`config.mk`:
```
export PLATFORM = sky130hd
export DESIGN_NAME = uart_rx
export DESIGN_NICKNAME = d
export VERILOG_FILES = /design/src/rtl/uart_pkg.sv /design/src/rtl/uart_baud_tick.sv /design/src/rtl/uart_rx.sv
export SDC_FILE = /design/constraint.sdc
export NUM_CORES = 1
export LEC_CHECK = 0
export ABC_AREA = 1
export CAP_MARGIN = 20
export CORE_MARGIN = 1.5
export CORE_UTILIZATION = 25
export CTS_CLUSTER_DIAMETER = 60
export DETAILED_ROUTE_END_ITERATION = 10
export GPL_TIMING_DRIVEN = 0
export PLACE_DENSITY = 0.53
export SLEW_MARGIN = 15
export SYNTH_ARGS = -nofsm -noshare
export SYNTH_HDL_FRONTEND = slang
export SYNTH_SLANG_ARGS = --single-unit
```
`constraint.sdc`:
```
create_clock -name clk_i -period 3.45 [get_ports clk_i]
set_input_delay 0.69 -clock clk_i [delete_from_list [all_inputs] [get_ports clk_i]]
set_output_delay 0.69 -clock clk_i [all_outputs]
set_load 0.005 [all_outputs]
```
`src/rtl/uart_pkg.sv`:
```
// uart_pkg: receiver state encoding, tick-divisor helper and default oversampling ratio.
package uart_pkg;
  typedef enum logic [2:0] {IDLE, START, DATA, PARITY, STOP, BREAK} rx_state_e;
  localparam int UART_OVERSAMPLE = 16;
  function automatic int calc_div(input int clk_freq, input int baud, input int os);
    return clk_freq / (baud * os);
  endfunction
endpackage

```
`src/rtl/uart_baud_tick.sv`:
```
// uart_baud_tick: free-running divider, tick_o high one cycle every DIV clocks.
module uart_baud_tick #(
  parameter int DIV = 10
) (
  input  logic clk_i,
  input  logic rst_i,
  output logic tick_o
);
  localparam int W = DIV > 1 ? $clog2(DIV) : 1;
  logic [W-1:0] cnt_q, cnt_d;
  assign tick_o = cnt_q == W'(DIV - 1);
  always_comb cnt_d = tick_o ? '0 : cnt_q + 1'b1;
  always_ff @(posedge clk_i or negedge rst_i) begin
    if (!rst_i) cnt_q <= '0;
    else cnt_q <= cnt_d;
  end
endmodule

```
`src/rtl/uart_rx.sv`:
```
// uart_rx: oversampling UART receiver with valid/ready output; define UART_RX_PARITY_EN for even parity.
module uart_rx
  import uart_pkg::*;
#(
  parameter int CLK_FREQ   = 100_000_000,
  parameter int BAUD       = 9600,
  parameter int OVERSAMPLE = UART_OVERSAMPLE,
  parameter int DATA_BITS  = 8
) (
  input  logic                 clk_i,
  input  logic                 rst_i,
  input  logic                 RXD_i,
  output logic [DATA_BITS-1:0] data_o,
  output logic                 valid_o,
  input  logic                 ready_i,
  output logic                 frame_err_o,
  output logic                 parity_err_o,
  output logic                 overrun_o,
  output logic                 busy_o
);
  localparam int DIV = calc_div(CLK_FREQ, BAUD, OVERSAMPLE);
  localparam int SW = $clog2(OVERSAMPLE);
  localparam int BW = $clog2(DATA_BITS);
`ifdef UART_RX_PARITY_EN
  localparam logic PAR_EN = 1'b1;
`else
  localparam logic PAR_EN = 1'b0;
`endif
  logic                 tick, rx, mid, last;
  logic [1:0]           sync_q, sync_d;
  rx_state_e            state_q, state_d;
  logic [SW-1:0]        scnt_q, scnt_d;
  logic [BW-1:0]        bcnt_q, bcnt_d;
  logic [DATA_BITS-1:0] shreg_q, shreg_d, data_q, data_d;
  logic                 perr_q, perr_d, valid_q, valid_d;
  logic                 ferr_q, ferr_d, perr_p_q, perr_p_d, ovr_q, ovr_d;
  uart_baud_tick #(.DIV(DIV)) u_tick (.clk_i(clk_i), .rst_i(rst_i), .tick_o(tick));
  assign rx   = sync_q[1];
  assign mid  = scnt_q == SW'(OVERSAMPLE / 2 - 1);
  assign last = scnt_q == SW'(OVERSAMPLE - 1);
  always_comb begin
    sync_d   = {sync_q[0], RXD_i};
    state_d  = state_q;
    scnt_d   = scnt_q;
    bcnt_d   = bcnt_q;
    shreg_d  = shreg_q;
    perr_d   = perr_q;
    data_d   = data_q;
    valid_d  = valid_q & ~ready_i;
    ferr_d   = 1'b0;
    perr_p_d = 1'b0;
    ovr_d    = 1'b0;
    if (tick) begin
      scnt_d = last ? '0 : scnt_q + 1'b1;
      case (state_q)
        IDLE: begin
          scnt_d  = '0;
          state_d = rx ? IDLE : START;
        end
        START: if (mid) begin
          state_d = rx ? IDLE : DATA;
          scnt_d  = '0;
          bcnt_d  = '0;
        end
        DATA: if (last) begin
          shreg_d = {rx, shreg_q[DATA_BITS-1:1]};
          bcnt_d  = bcnt_q + 1'b1;
          if (bcnt_q == BW'(DATA_BITS - 1)) state_d = PAR_EN ? PARITY : STOP;
        end
        PARITY: if (last) begin
          perr_d  = rx ^ (^shreg_q);
          state_d = STOP;
        end
        // A low stop bit discards the byte and parks in BREAK until the line recovers.
        STOP: if (last) begin
          perr_p_d = perr_q;
          state_d  = rx ? IDLE : BREAK;
          ferr_d   = ~rx;
          if (rx && (!valid_q || ready_i)) begin
            data_d  = shreg_q;
            valid_d = 1'b1;
          end
          ovr_d = rx & valid_q & ~ready_i;
        end
        BREAK: begin
          scnt_d  = '0;
          state_d = rx ? IDLE : BREAK;
        end
        default: state_d = IDLE;
      endcase
    end
  end
  always_ff @(posedge clk_i or negedge rst_i) begin
    if (!rst_i) begin
      sync_q   <= 2'b11;
      state_q  <= IDLE;
      scnt_q   <= '0;
      bcnt_q   <= '0;
      shreg_q  <= '0;
      perr_q   <= 1'b0;
      data_q   <= '0;
      valid_q  <= 1'b0;
      ferr_q   <= 1'b0;
      perr_p_q <= 1'b0;
      ovr_q    <= 1'b0;
    end else begin
      sync_q   <= sync_d;
      state_q  <= state_d;
      scnt_q   <= scnt_d;
      bcnt_q   <= bcnt_d;
      shreg_q  <= shreg_d;
      perr_q   <= perr_d;
      data_q   <= data_d;
      valid_q  <= valid_d;
      ferr_q   <= ferr_d;
      perr_p_q <= perr_p_d;
      ovr_q    <= ovr_d;
    end
  end
  assign data_o       = data_q;
  assign valid_o      = valid_q;
  assign frame_err_o  = ferr_q;
  assign parity_err_o = PAR_EN & perr_p_q;
  assign overrun_o    = ovr_q;
  assign busy_o       = state_q != IDLE;
endmodule

```
# After elaboration in Yosys (flattened, before gate mapping)
# Index checks and enable logic that the tools add are counted.
totals:
  register_bits: 41
  in_bits: 4
  output_inout_bits: 13
  word_cells: 69
classes:
  n_addsub: 3
  n_eq_ne: 14
  n_mux: 26
  bitwise_logic: 5
  n_reduce_logical: 11
op_table:
  columns: ["operator", "n"]
  rows:
  - ["$mux W3", 8]
  - ["$pmux W3 S6", 1]
  - ["$mux W1", 11]
  - ["$add A10 B1 Y10 const B", 1]
  - ["$eq A10 B10 Y1 const B", 1]
  - ["$mux W10", 1]
  - ["$ne A2 B2 Y1 const B", 5]
  - ["$eq A3 B3 Y1 const B", 3]
  - ["$mux W4", 2]
  - ["$pmux W4 S2", 1]
  - ["$reduce_and A4 Y1", 2]
  - ["$eq A3 B2 Y1 const B", 2]
  - ["$pmux W3 S2", 1]
  - ["$reduce_and A6 Y1", 1]
  - ["$add A4 B1 Y4 const B", 1]
  - ["$eq A4 B3 Y1 const B", 1]
  - ["$eq A4 B4 Y1 const B", 1]
  - ["$add A3 B1 Y3 const B", 1]
  - ["$and A1 B1 Y1", 3]
  - ["$eq A3 B1 Y1 const B", 1]
  - ["$logic_not A3 Y1", 1]
  - ["$reduce_and A3 Y1", 1]
  - ["$reduce_bool A3 Y1", 1]
  - ["$mux W2", 1]
  - ["6 further kinds", 7]

# Longest topological paths before layout
# Gate-level depths: netlist of the first run.
depth:
  ltp_word: 7
  mapped_depth: 9
  mapped_depth_nobuf: 9

# Cells and area by module
# Synthesis of the first run repeated with hierarchy kept, for this count alone.
hier_totals:
  cells_unflattened: 220
  hier_area_um2: 2025.7
modules_own_cells:
  columns: ["module", "n_inst", "cells_per_inst", "area_each_um2", "seq_area_each_um2"]
  rows:
  - ["uart_rx", 1, 158, 1502.7, 778.2]
  - ["uart_baud_tick", 1, 62, 523.0, 250.2]

# Least setup slack after synthesis of the first run
# Ideal clock, no wire load.
synth_path:
  kind: "reg2out"
  startpoint: "register state_q[1]"
  endpoint: "output busy_o"
  arrival_time_ns: 0.724
  required_ns: 2.760
  setup_slack_ns: 2.036
  stages_incl_launch_ff: 3
  n_path_buf: 0
  path_cell_list: "dfrtp_1 > nor2_2 > nand2_1"
synth_between:
  elab_chain_cells: 1
synth_lines:
  columns: ["item", "line_no", "rtl"]
  rows:
  - ["start, declared", "uart_rx.sv:31", "rx_state_e state_q, state_d;"]
  - ["start signal, assigned", "uart_rx.sv:108", "state_q <= state_d;"]
  - ["$reduce_bool A3 Y1", "uart_rx.sv:125", "assign busy_o = state_q != IDLE;"]
  - ["end, declared", "uart_rx.sv:19", "output logic busy_o"]
# Every way passes these cells.

# Worst setup path after layout of the first run
# Same ends and word-level chain as after synthesis.

==> flow_summary.yaml, run 1 <==
status:
  outcome: "complete, no violations"
drt:
  drt_first_pass_iters: 4
  ant_nets: 0
  vias_per_cell: 4.17
  drc: 0
  num_vias: 1512
  routedWlPerCell_um: 10.6
  drt_iter0_drc: 61
  routed_wirelength_um: 3840
setup_path:
  critical_path.top_delay_family: "flip-flops"
  crit_type: "flop to primary output"
  crit_start: "state_q[1]"
  path_cells: "nor2_2 > nand2_1 > clkdlybuf4s50_1"
  critPathMaxFanout: 7
  crit_required_ns: 2.76
  slowest_stage: "dfrtp_1"
  cp.arrival_ns: 1.53
  cp-end-kind: "primary output"
  critical_path.max_stage_delay_ns: 0.49
  start_kind: "flop"
  critPathBufInv: 1
  r2r_start: "u_tick.cnt_q[0]"
power:
  totalPowerFinal_uw: 894
  power_frac_clock_pct: 43.8
  leakage_nw: 1.31
  max-vdd-ir-drop_mv: 0.318
  swShare_pct: 21.1
  intPower_uw: 705
  seqPwrFrac_pct: 54.1
  switchingPower_uw: 188
  pwr_density_cell_mw_per_mm2: 353
  comb_power_share_pct: 2.1
logic_synthesis:
  netlist_area_mm2: 0.00211
  synth_ff_type: "dfrtp_1"
  synth_async_sr_flop_share_pct: 100
  synth_edf_count: 0
  syn_area_per_cell_um2: 9.02
  synth_top_cells_by_count: "nand2_1 (66), dfrtp_1 (39), nand3_1 (28)"
  ys.warnings.count: 0
  yosys.area.top_type: "dfrtp_1"
  synth_top_area_share_pct: 46.2
  yosysMostFrequentCell: "nand2_1"
  synth_area_leaders: "dfrtp_1 (46%), nand2_1 (12%), nand3_1 (6.6%), nor2_8 (3.8%), inv_1 (3.0%)"
  ys_ff_latch: 41
  ys_types: 27
  syn_nets: 243
  syn_inst: 234
  ys_seq_area_share_pct: 48.7
global_route:
  antenna_found_initial: 0
  grt_max_degree: 22
  grt_pass1_wl_um: 7020
  grt_pass1_vias: 1504
  overflow: 0
  grt_usage_pct: 10.0
place:
  hpwl_um: 2900
  port_buffers: 15
  place_congestion: 0.697
  dpl-instance-area_mm2: 0.00241
clock_network:
  cts_root_buf: "clkbuf_8"
  cts_resized: 0
  cts_num_sinks: 41
  htreeDepth: 2
  tritoncts: "yes"
  clock_path_buffers: 2
  insertion_delay_ns: 0.30
  path_clk_slew_ns: 0.08
  cts_made_buffers: 5
  cts_setup_buffers: 0
  ctsHoldBuffers: 0
die:
  ios: 17
  die_x_um: 94.9
  dieHeight_um: 94.9
  die_area_mm2: 0.00900
  core_mm2: 0.00822
  rows: 33
  initial_utilization_pct: 25.7
timing:
  worstMarginPinSlew_ns: 0.530
  period_share_pct: 64.3
  clock_skew_ns: 0.00872
  fmax_mhz: 451
  whs_ns: 0.359
  rsz0062_at_grt: "false"
  fin_setup_tns_ns: 0
  slew_headroom_pct: 64.7
  hold_violations: 0
  final-setup-viol-count: 0
  slew_violations: 0
  period_minus_slack_ns: 2.22
layout:
  stdcell_area_mm2: 0.00253
  fin_nets: 266
  layout-drive-gt1-share_pct: 19.4
  final_util_pct: 30.8
  synthToLayoutAreaGrowth_pct: 19.9
  antenna_cells: 0
hold_path:
  min_path_type: "input pin to asynchronous set/reset pin"
run:
  drv_cap: 0
[cell type report]
type                       count  area (um^2)
multi-input combinational    166          962
timing repair buffer          16          173
clock buffer                   5         68.8
tap                          105          131
sequential                    41         1030
buffer                         3         30.0
clock inverter                 3         46.3
inverter                      24         90.1
fill                         873         5690
[layout by cell type, fill, tap and decap left out, types with 2 or more instances in the layout]
master / netlist / routed
xor2_1: 2 / 2
buf_6: 2 / 2
nor2_4: 4 / 4
nor2_2: 5 / 5
inv_1: 17 / 17
clkdlybuf4s50_1: 0 / 14
nand3_2: 2 / 2
clkbuf_8: 0 / 5
nand3_1: 28 / 28
nor2_1: 15 / 15
o21ai_0: 5 / 5
ha_1: 5 / 5
nand3_4: 2 / 2
a21oi_1: 7 / 7
nand2_2: 3 / 3
nand2_4: 4 / 4
nand2_1: 66 / 66
inv_2: 7 / 7
o21ai_1: 8 / 8
nor2_8: 4 / 4
dfstp_2: 2 / 2
dfrtp_1: 39 / 39
[logic make-up (layout without fill, tap and decap cells)]
family                     after synthesis  count (layout)  synth area share [%]
and+or+nand+nor                        135             135                  34.9
adders and majority gates                5               5                  2.96
xor gates and xnor gates                 2               2                 0.830
buffers and inverters                   27              51                  5.69
DFF                                     41              41                  48.7
AOI/OAI and AO/OA                       23              23                  6.70
other                                    1               1                 0.178
[power groups by stage]
stage / Sequential (mW) / Combinational, mW / Clock [mW]
2_1_floorplan: 0.493 / 0.00258 / 0
3_3_place_gp: 0.493 / 0.0164 / 0
3_5_place_dp: 0.493 / 0.0200 / 0
4_1_cts: 0.484 / 0.0200 / 0.410
5_1_grt: 0.484 / 0.0223 / 0.429
6_report: 0.484 / 0.0184 / 0.392
[worst paths after layout]
check,to,slack (ns),depth (start not counted)
setup / recovery,busy_o,1.23,3
hold / removal,u_tick.cnt_q[8],0.36,1
setup reg to reg,data_o[5],1.94,9
hold reg to reg,sync_q[1],0.36,0
max in group asynchronous,data_o[2],2.60,2
min in group clk_i,sync_q[1],0.36,0
[flip-flops by register name (all words and copies together), names as in the netlist]
signal        count
bcnt_q            3
overrun_o         1
scnt_q            4
sync_q            2
data_o            8
frame_err_o       1
valid_o           1
state_q           3
shreg_q           8
u_tick.cnt_q     10
[per-stage QoR]
step / std cells / setup slack (ns)
finish: 363 / 1.23
global route: 363 / 1.15
CTS: 363 / 1.20
detailed placement: 355 / 1.48
global placement: 354 / 0.534
floorplan: 234 / 2.04
[metal layers]
metal / track usage, % / wire length (um) / part of all wire, %
met2: 15.4 / 1830 / 48
met4: 3.36 / 23 / 0.60
met1: 13.5 / 1840 / 48
met3: 2.90 / 143 / 3.7
met5: 0 / 0 / 0
Power figures use the tool's default switching activity.
==> run 2, diff against run 1 <==
- clock period: 3.45 -> 2.18 ns (I/O delays scaled with it)
==> results of run 2 <==
Same layout as run 1 (identical final DEF). Status: complete, no violations.
Main changes from that run: setup slack after placement 1.48 ns -> 0.469 ns; setup slack after layout 1.23 ns -> 0.216 ns; hold slack 0.359 ns -> 0.107 ns; register-to-register setup slack 1.94 ns -> 0.67 ns; total power 0.894 mW -> 1.41 mW; worst IR drop on VDD 0.318 mV -> 0.504 mV
